`src/rtl/mdu_issue_ctrl_pkg.sv`:
```
// Shared MDU definitions: E-stage op codes, MDUCtrl codes and default latencies.
// Controller and MDU both import this so the latencies have a single source.
package mdu_issue_ctrl_pkg;

  localparam int MULT_LAT_DEF = 5;
  localparam int DIV_LAT_DEF  = 10;

  typedef enum logic [3:0] {
    MD_OP_NONE  = 4'd0,
    MD_OP_MULT  = 4'd1,
    MD_OP_MULTU = 4'd2,
    MD_OP_DIV   = 4'd3,
    MD_OP_DIVU  = 4'd4,
    MD_OP_MTHI  = 4'd5,
    MD_OP_MTLO  = 4'd6,
    MD_OP_MFHI  = 4'd7,
    MD_OP_MFLO  = 4'd8
  } md_op_e;

  localparam logic [2:0] MDU_MULT  = 3'd1;
  localparam logic [2:0] MDU_MULTU = 3'd2;
  localparam logic [2:0] MDU_DIV   = 3'd3;
  localparam logic [2:0] MDU_DIVU  = 3'd4;
  localparam logic [2:0] MDU_MTHI  = 3'd5;
  localparam logic [2:0] MDU_MTLO  = 3'd6;

  typedef enum logic {ST_IDLE = 1'b0, ST_BUSY = 1'b1} trk_state_e;

  // Only ops that actually start the MDU get a non-zero control code.
  function automatic logic [2:0] mdu_ctrl_of(input logic [3:0] op);
    case (op)
      MD_OP_MULT:  return MDU_MULT;
      MD_OP_MULTU: return MDU_MULTU;
      MD_OP_DIV:   return MDU_DIV;
      MD_OP_DIVU:  return MDU_DIVU;
      MD_OP_MTHI:  return MDU_MTHI;
      MD_OP_MTLO:  return MDU_MTLO;
      default:     return 3'd0;
    endcase
  endfunction

endpackage

```
`src/rtl/mdu_issue_ctrl_if.sv`:
```
// E-stage <-> MDU issue bundle; master drives the E-stage side and MDU Busy.
interface mdu_issue_ctrl_if #(
  parameter int CNT_W = 32
);
  logic             e_valid;
  logic [3:0]       e_mdu_op;
  logic [31:0]      e_rs;
  logic [31:0]      e_rt;
  logic             flush;
  logic             mdu_busy;
  logic             mdu_start;
  logic [2:0]       mdu_ctrl;
  logic [31:0]      mdu_src_a;
  logic [31:0]      mdu_src_b;
  logic             stall_e;
  logic             mdu_done;
  logic             err_sync;
  logic [CNT_W-1:0] busy_cycles;
  logic [CNT_W-1:0] stall_cycles;

  modport master (
    output e_valid, e_mdu_op, e_rs, e_rt, flush, mdu_busy,
    input  mdu_start, mdu_ctrl, mdu_src_a, mdu_src_b, stall_e,
           mdu_done, err_sync, busy_cycles, stall_cycles
  );

  modport slave (
    input  e_valid, e_mdu_op, e_rs, e_rt, flush, mdu_busy,
    output mdu_start, mdu_ctrl, mdu_src_a, mdu_src_b, stall_e,
           mdu_done, err_sync, busy_cycles, stall_cycles
  );
endinterface

```
`src/rtl/mdu_issue_ctrl_busy_tracker.sv`:
```
// Shadow of MDU occupancy: IDLE/BUSY countdown, completion pulse and a sticky
// flag raised whenever the shadow disagrees with the MDU's own Busy.
module mdu_busy_tracker
  import mdu_issue_ctrl_pkg::*;
#(
  parameter int MULT_LAT = MULT_LAT_DEF,
  parameter int DIV_LAT  = DIV_LAT_DEF
) (
  input  logic clk,
  input  logic rst_n,
  input  logic i_issue_md,
  input  logic i_is_div,
  input  logic i_mdu_busy,
  output logic o_busy,
  output logic o_done,
  output logic o_err_sync
);
  localparam int MAX_LAT  = (DIV_LAT > MULT_LAT) ? DIV_LAT : MULT_LAT;
  localparam int CNT_BITS = $clog2(MAX_LAT + 1);

  trk_state_e          r_state, w_state_nxt;
  logic [CNT_BITS-1:0] r_cnt, w_cnt_nxt;
  logic                r_done, w_done_nxt;
  logic                r_err, w_err_nxt;

  always_ff @(posedge clk or negedge rst_n) begin
    if (!rst_n) begin
      r_state <= ST_IDLE;
      r_cnt   <= '0;
      r_done  <= 1'b0;
      r_err   <= 1'b0;
    end else begin
      r_state <= w_state_nxt;
      r_cnt   <= w_cnt_nxt;
      r_done  <= w_done_nxt;
      r_err   <= w_err_nxt;
    end
  end

  always_comb begin
    w_state_nxt = r_state;
    w_cnt_nxt   = r_cnt;
    w_done_nxt  = 1'b0;
    w_err_nxt   = r_err | ((r_state == ST_BUSY) ^ i_mdu_busy);
    case (r_state)
      ST_IDLE: begin
        if (i_issue_md) begin
          w_state_nxt = ST_BUSY;
          w_cnt_nxt   = i_is_div ? CNT_BITS'(DIV_LAT) : CNT_BITS'(MULT_LAT);
        end
      end
      ST_BUSY: begin
        w_cnt_nxt = r_cnt - CNT_BITS'(1);
        // Last busy cycle: the pulse lands in the first IDLE cycle.
        if (r_cnt == CNT_BITS'(1)) begin
          w_state_nxt = ST_IDLE;
          w_done_nxt  = 1'b1;
        end
      end
      default: w_state_nxt = ST_IDLE;
    endcase
  end

  assign o_busy     = (r_state == ST_BUSY);
  assign o_done     = r_done;
  assign o_err_sync = r_err;
endmodule

```
`src/rtl/mdu_issue_ctrl.sv`:
```
// E-stage issue controller for the multi-cycle MDU: decode, start/stall
// generation, occupancy tracking and performance counters.
module mdu_issue_ctrl
  import mdu_issue_ctrl_pkg::*;
#(
  parameter int MULT_LAT = MULT_LAT_DEF,
  parameter int DIV_LAT  = DIV_LAT_DEF,
  parameter int CNT_W    = 32
) (
  input logic             clk,
  input logic             reset,
  mdu_issue_ctrl_if.slave bus
);
  logic             w_is_md, w_is_mt, w_is_mf, w_is_div;
  logic             w_any_md, w_busy, w_issue, w_stall;
  logic [CNT_W-1:0] r_busy_cycles, r_stall_cycles;

  always_comb begin
    w_is_md  = 1'b0;
    w_is_mt  = 1'b0;
    w_is_mf  = 1'b0;
    w_is_div = 1'b0;
    case (bus.e_mdu_op)
      MD_OP_MULT, MD_OP_MULTU: w_is_md = 1'b1;
      MD_OP_DIV, MD_OP_DIVU: begin
        w_is_md  = 1'b1;
        w_is_div = 1'b1;
      end
      MD_OP_MTHI, MD_OP_MTLO: w_is_mt = 1'b1;
      MD_OP_MFHI, MD_OP_MFLO: w_is_mf = 1'b1;
      default: ;
    endcase
  end

  assign w_any_md = w_is_md | w_is_mt | w_is_mf;
  // Flush wins: a killed instruction neither starts nor holds the pipe.
  assign w_stall  = bus.e_valid & w_any_md & w_busy & ~bus.flush;
  assign w_issue  = bus.e_valid & (w_is_md | w_is_mt) & ~w_busy & ~bus.flush;

  mdu_busy_tracker #(
    .MULT_LAT (MULT_LAT),
    .DIV_LAT  (DIV_LAT)
  ) u_tracker (
    .clk        (clk),
    .rst_n      (reset),
    .i_issue_md (w_issue & w_is_md),
    .i_is_div   (w_is_div),
    .i_mdu_busy (bus.mdu_busy),
    .o_busy     (w_busy),
    .o_done     (bus.mdu_done),
    .o_err_sync (bus.err_sync)
  );

  always_ff @(posedge clk or negedge reset) begin
    if (!reset) begin
      r_busy_cycles  <= '0;
      r_stall_cycles <= '0;
    end else begin
      if (w_busy)  r_busy_cycles  <= r_busy_cycles + CNT_W'(1);
      if (w_stall) r_stall_cycles <= r_stall_cycles + CNT_W'(1);
    end
  end

  assign bus.mdu_start    = w_issue;
  assign bus.mdu_ctrl     = mdu_ctrl_of(bus.e_mdu_op);
  assign bus.mdu_src_a    = bus.e_rs;
  assign bus.mdu_src_b    = bus.e_rt;
  assign bus.stall_e      = w_stall;
  assign bus.busy_cycles  = r_busy_cycles;
  assign bus.stall_cycles = r_stall_cycles;
endmodule

```
`src/flat_wrapper.sv`:
```
// flat-port wrapper written by rule: the top's interface ports become plain ports
module mdu_issue_ctrl_flat import mdu_issue_ctrl_pkg::*;
#(
  parameter int MULT_LAT = MULT_LAT_DEF,
  parameter int DIV_LAT  = DIV_LAT_DEF,
  parameter int CNT_W    = 32
)
  (clk, reset, bus_e_valid, bus_e_mdu_op, bus_e_rs, bus_e_rt, bus_flush, bus_mdu_busy, bus_mdu_start, bus_mdu_ctrl, bus_mdu_src_a, bus_mdu_src_b, bus_stall_e, bus_mdu_done, bus_err_sync, bus_busy_cycles, bus_stall_cycles);
  mdu_issue_ctrl_if #(.CNT_W(CNT_W)) bus_i ();
  input logic clk;
  input logic reset;
  input wire logic [$bits(bus_i.e_valid)-1:0] bus_e_valid;
  input wire logic [$bits(bus_i.e_mdu_op)-1:0] bus_e_mdu_op;
  input wire logic [$bits(bus_i.e_rs)-1:0] bus_e_rs;
  input wire logic [$bits(bus_i.e_rt)-1:0] bus_e_rt;
  input wire logic [$bits(bus_i.flush)-1:0] bus_flush;
  input wire logic [$bits(bus_i.mdu_busy)-1:0] bus_mdu_busy;
  output wire logic [$bits(bus_i.mdu_start)-1:0] bus_mdu_start;
  output wire logic [$bits(bus_i.mdu_ctrl)-1:0] bus_mdu_ctrl;
  output wire logic [$bits(bus_i.mdu_src_a)-1:0] bus_mdu_src_a;
  output wire logic [$bits(bus_i.mdu_src_b)-1:0] bus_mdu_src_b;
  output wire logic [$bits(bus_i.stall_e)-1:0] bus_stall_e;
  output wire logic [$bits(bus_i.mdu_done)-1:0] bus_mdu_done;
  output wire logic [$bits(bus_i.err_sync)-1:0] bus_err_sync;
  output wire logic [$bits(bus_i.busy_cycles)-1:0] bus_busy_cycles;
  output wire logic [$bits(bus_i.stall_cycles)-1:0] bus_stall_cycles;
  assign bus_i.e_valid = bus_e_valid;
  assign bus_i.e_mdu_op = bus_e_mdu_op;
  assign bus_i.e_rs = bus_e_rs;
  assign bus_i.e_rt = bus_e_rt;
  assign bus_i.flush = bus_flush;
  assign bus_i.mdu_busy = bus_mdu_busy;
  assign bus_mdu_start = bus_i.mdu_start;
  assign bus_mdu_ctrl = bus_i.mdu_ctrl;
  assign bus_mdu_src_a = bus_i.mdu_src_a;
  assign bus_mdu_src_b = bus_i.mdu_src_b;
  assign bus_stall_e = bus_i.stall_e;
  assign bus_mdu_done = bus_i.mdu_done;
  assign bus_err_sync = bus_i.err_sync;
  assign bus_busy_cycles = bus_i.busy_cycles;
  assign bus_stall_cycles = bus_i.stall_cycles;
  mdu_issue_ctrl #(.MULT_LAT(MULT_LAT), .DIV_LAT(DIV_LAT), .CNT_W(CNT_W)) u_core (.clk(clk), .reset(reset), .bus(bus_i));
endmodule
```
`config.mk`:
```
export PLATFORM = sky130hd
export DESIGN_NAME = mdu_issue_ctrl_flat
export DESIGN_NICKNAME = d
export VERILOG_FILES = /design/src/rtl/mdu_issue_ctrl_pkg.sv /design/src/rtl/mdu_issue_ctrl_if.sv /design/src/rtl/mdu_issue_ctrl_busy_tracker.sv /design/src/rtl/mdu_issue_ctrl.sv /design/src/flat_wrapper.sv
export SDC_FILE = /design/constraint.sdc
export NUM_CORES = 1
export LEC_CHECK = 0
export ABC_AREA = 1
export BUFFER_PORTS_ARGS = -buffer_cell sky130_fd_sc_hd__buf_4
export CORE_MARGIN = 2
export CORE_UTILIZATION = 52
export CTS_CLUSTER_SIZE = 16
export DETAILED_ROUTE_END_ITERATION = 10
export PLACE_DENSITY = 0.87
export SYNTH_ARGS = -nofsm -noshare
export SYNTH_HDL_FRONTEND = slang
export SYNTH_SLANG_ARGS = --single-unit
```
`constraint.sdc`:
```
create_clock -name clk -period 4.3 [get_ports clk]
set_input_delay 0.215 -clock clk [delete_from_list [all_inputs] [get_ports clk]]
set_output_delay 0.215 -clock clk [all_outputs]
set_load 0.02 [all_outputs]
```
==> results.md <==
- After synthesis the netlist holds a flip-flop and latch count of 71.
- For this run, the number of Yosys warnings is 0.
- At the worst endpoint, the arrival time is 1.96 ns.
- The starting density of the core is 53.1%.
- Summing all non-filler instances in the final layout gives an area of 4980 um2.
- The launch point of the worst reg-to-reg path is u_core.u_tracker.o_busy.
- Clock-pin slew was measured on the worst setup and hold paths at 0.07 ns.
- The area growth from synthesis to layout is 8.11%.
- The setup TNS after final layout is 0 ns.
- The layout net count is 714.
- The number of nets with antenna violations after detailed routing is 0.
- The clock network is responsible for 27.9% of the overall power.
- The combinational cell fraction of total power is 22.5%.
- The maximum clock frequency is 459 MHz.
- On the critical path, the stage with the largest delay is an instance of dfrtp_1.
- The endpoint of the most critical register-to-register path is u_core.bus.stall_cycles[18].
- In this run the static leakage power is 2.56 nW.
- The number of hold violations in the final report came to 18.
- The capturing element type of the critical path is an output port.
- The count of max-cap constraint violations is 0.
- The fraction of final layout cells sized beyond drive strength 1 is 18.4%.
- After filler insertion, the fill cell instance count of the layout stands at 773.
- Along the worst path, the maximum fanout reaches 19.
- The clock passes through at most 2 buffers.
- Entering global routing, the biggest net connects 72 pins.
- The total area of multi-input combinational cells is 2060 um2.
- The via count of the first global-routing pass is 3803.
- The post-route DRC violation count is 0.
- STA classifies the critical path startpoint as a flip-flop.
- The via total after detailed routing is 3954.
- The vertical extent of the die is 98.2 um.
- The number of unique standard cell types used by synthesis is 32.
- The floorplan die area is 9640 um2.
- Using the TritonRoute via totals, the vias-per-cell ratio works out to 5.28.
- The number of flops mapped to enable cells by yosys is 0.
- The checks that failed: hold timing.
- Setup repair after global routing left no endpoint under its margin.
- Sequential cells were found to cover 38.5% of the synthesized design area.
- The critical path contains buffers and inverters numbering 2 combined.
- The first global-routing pass estimated 17000 um of wire.
- Once placement finished, the instance area stood at 4830 um2.
- 0 antenna diodes ended up in the layout.
- The switching share of power is 33.1%.
- For the final database, setup skew stands at 0.00936 ns.
- The largest incremental delay on the critical path is 0.63 ns.
- The net count of the mapped netlist is 692.
- The count of TritonRoute iterations in the first routing pass is 5.
- Summing all flip-flop and latch instances after layout gives 1780 um2.
- The detailed router finished its first iteration with 191 violations.
- Wires add up to 10100 um.
- In the synthesized netlist the async set-or-reset flop fraction comes to 100%.
- The number of clock sinks is 71.
- The synthesized area divided by synthesized cell count is 7.50 um2.
- The critical path startpoint is u_core.u_tracker.o_busy.
- The number of I/O pins is 208.
- Hold repair after CTS inserted 0 buffers.
- The flow ran to the end, but the final reports show violations.
- The worst slack on hold paths is -0.0116 ns.
- The total congestion overflow is 0.
- At the pin with the least slew margin, the transition time is 0.880 ns.
- The net switching power is 0.541 mW.
- In this run, CTS created clock tree buffers numbering 9.
- The mean routed wirelength per cell is 13.5 um.
- The number of gates on the worst path with buffers counted is 5.
- The master cell of the clock root buffer is clkbuf_8.
- The worst-case headroom to the max-slew limit is 41.4%.
- The worst IR drop on VDD is 0.000216 V.
- The region available for standard cell placement spans 8680 um2.
- The worst hold path belongs to the class primary input to async pin.
- The global-route usage over all layers is 21.4%.
- The placed wire-length estimate is 7700 um.
- The period utilization is 50.7%.
- TritonCTS built the clock tree.
- After clock tree synthesis, the setup repair step added 0 buffers.
- The number of H-tree branching levels is 3.
- For this design the ratio of total power to cell area is 328 nW/um2.
- The most used flip-flop cell after synthesis is dfrtp_1.
- The top cell family by delay on the critical path is simple AND/OR/NAND/NOR gates.
- The number of pins exceeding their max-slew limit in the final report is 0.
- The cell count after synthesis came out at 615.
- For the worst-skew pair, the clock arrives at the later sink with an insertion delay of 0.34 ns.
- In this run the horizontal extent of the chip is 98.2 um.
- The worst setup path is of the flip-flop to output port kind.
- Traced cell by cell, the critical path runs through nand3_1, clkinv_1, nand2_1, nor2_4, buf_4.
- For the finished layout, the period the worst path requires is 2.18 ns.
- The count of buffers inserted at the top-level ports is 79.
- The initial antenna violation count is 0.
- Setup violations remaining at the end of the flow were counted as 0.
- After clock tree synthesis, the repair step resized 0 gates.
- The area of the mapped netlist is 4610 um2.
- The congestion estimate from routability-driven global placement came to 0.898.
- The floorplan has 34 rows.
- In this run, flip-flops and latches consume 49.6% of the power.
- The number of cell instances on the worst register-to-register path is 6.
- The internal power contribution is 1.09 mW.
- Data on the critical path is required at its endpoint by 4.09 ns.
- The most critical setup path has its endpoint at bus_stall_e.
- The setup slack of the worst register-to-register path is 2.47 ns.
-- worst register-to-register path, delay by kind of cell (launching register included) --
kind	cells	cell delay, ns
flip-flops	1	0.63
AND/OR/NAND/NOR	4	0.80
XOR/XNOR	1	0.16
buffers and inverters	1	0.12
-- power groups by stage --
stage | logic [mW] | registers, mW | clock network, mW
floorplan | 0.275 | 0.856 | 0
global placement | 0.351 | 0.818 | 0
detailed placement | 0.371 | 0.822 | 0
CTS | 0.373 | 0.810 | 0.469
global route | 0.413 | 0.819 | 0.506
finish | 0.368 | 0.810 | 0.457
-- cell usage after synthesis, drive strengths merged, types with 4 or more instances --
cell type,number,share of area [%]
a21oi,4,0.43
buf,67,11
dfrtp,71,39
ha,4,1.1
inv,70,5.7
nand2,188,16
nand3,49,5.7
nand3b,8,1.3
nand4,14,2.0
nor2,77,8.0
nor3,8,1.1
o21ai,11,1.2
xnor2,11,2.1
xor2,28,5.5
-- state kept, by name, indices dropped and copies added, names as in the netlist --
register and count:
u_core.bus.busy_cycles 32, u_core.bus.stall_cycles 32, u_core.u_tracker.o_done 1, u_core.u_tracker.o_err_sync 1, u_core.u_tracker.o_busy 1, u_core.u_tracker.r_cnt 4
-- logic make-up (layout without fill, tap and decap cells) --
logic type,after synthesis,after routing,share of synthesized area (%)
adder cells (fa/ha/maj),4,4,1.09
AO/OA/AOI/OAI,17,17,1.95
flip-flops,71,71,38.5
buffers and inverters,139,165,16.9
XOR/XNOR,39,39,7.57
AND/OR/NAND/NOR,345,345,34.0
-- routing by layer --
layer	track usage (%)	share of wire, %
met3	6.80	7.9
met5	0	0
met2	38.3	52
met1	24.8	38
met4	5.80	1.7
-- worst min-delay path by stage --
stage	from	to	slack, ns	depth (start not counted)
floorplan	reset	u_core.bus.busy_cycles[0]	-0.08	0
global placement	reset	u_core.bus.stall_cycles[7]	0.39	1
detailed placement	reset	u_core.bus.stall_cycles[8]	0.40	1
CTS	reset	u_core.bus.stall_cycles[12]	0.04	1
global route	bus_mdu_busy	u_core.u_tracker.o_err_sync	0.06	2
finish	reset	u_core.bus.stall_cycles[8]	-0.01	1
-- cell usage in the layout, fill, tap and decap left out, drive strengths merged, types with 2 or more instances in the layout --
master and instances:
o21ai 11, nand3 49, nand4 14, buf 79, nand3b 8, dfrtp 71, inv 70, nor3 8
xor2 28, ha 4, nand2 188, clkinv 2, nor2 77, clkbuf 14, a21oi 4, xnor2 11
-- stage by stage --
| stage | setup WS [ns] | instances | util, % | hold WS, ns | power (mW) |
|---|---|---|---|---|---|
| finish | 2.12 | 749 | 57.4 | -0.0116 | 1.64 |
| global route | 1.96 | 749 | 57.4 | 0.0614 | 1.74 |
| CTS | 2.11 | 749 | 57.4 | 0.0360 | 1.65 |
| detailed placement | 2.47 | 734 | 55.6 | 0.399 | 1.19 |
| global placement | 2.53 | 734 | 55.6 | 0.391 | 1.17 |
| floorplan | 2.74 | 615 | - | -0.0806 | 1.13 |
-- final cells by class --
cell class                 count  area share [%]
timing repair buffer          79            11.9
multi-input combinational    405            41.2
clock inverter                 1           0.100
inverter                      71            5.35
clock buffer                  14            3.06
sequential                    71            35.6
tap                          108            2.71
No activity file was read; power rests on OpenSTA's default activity.
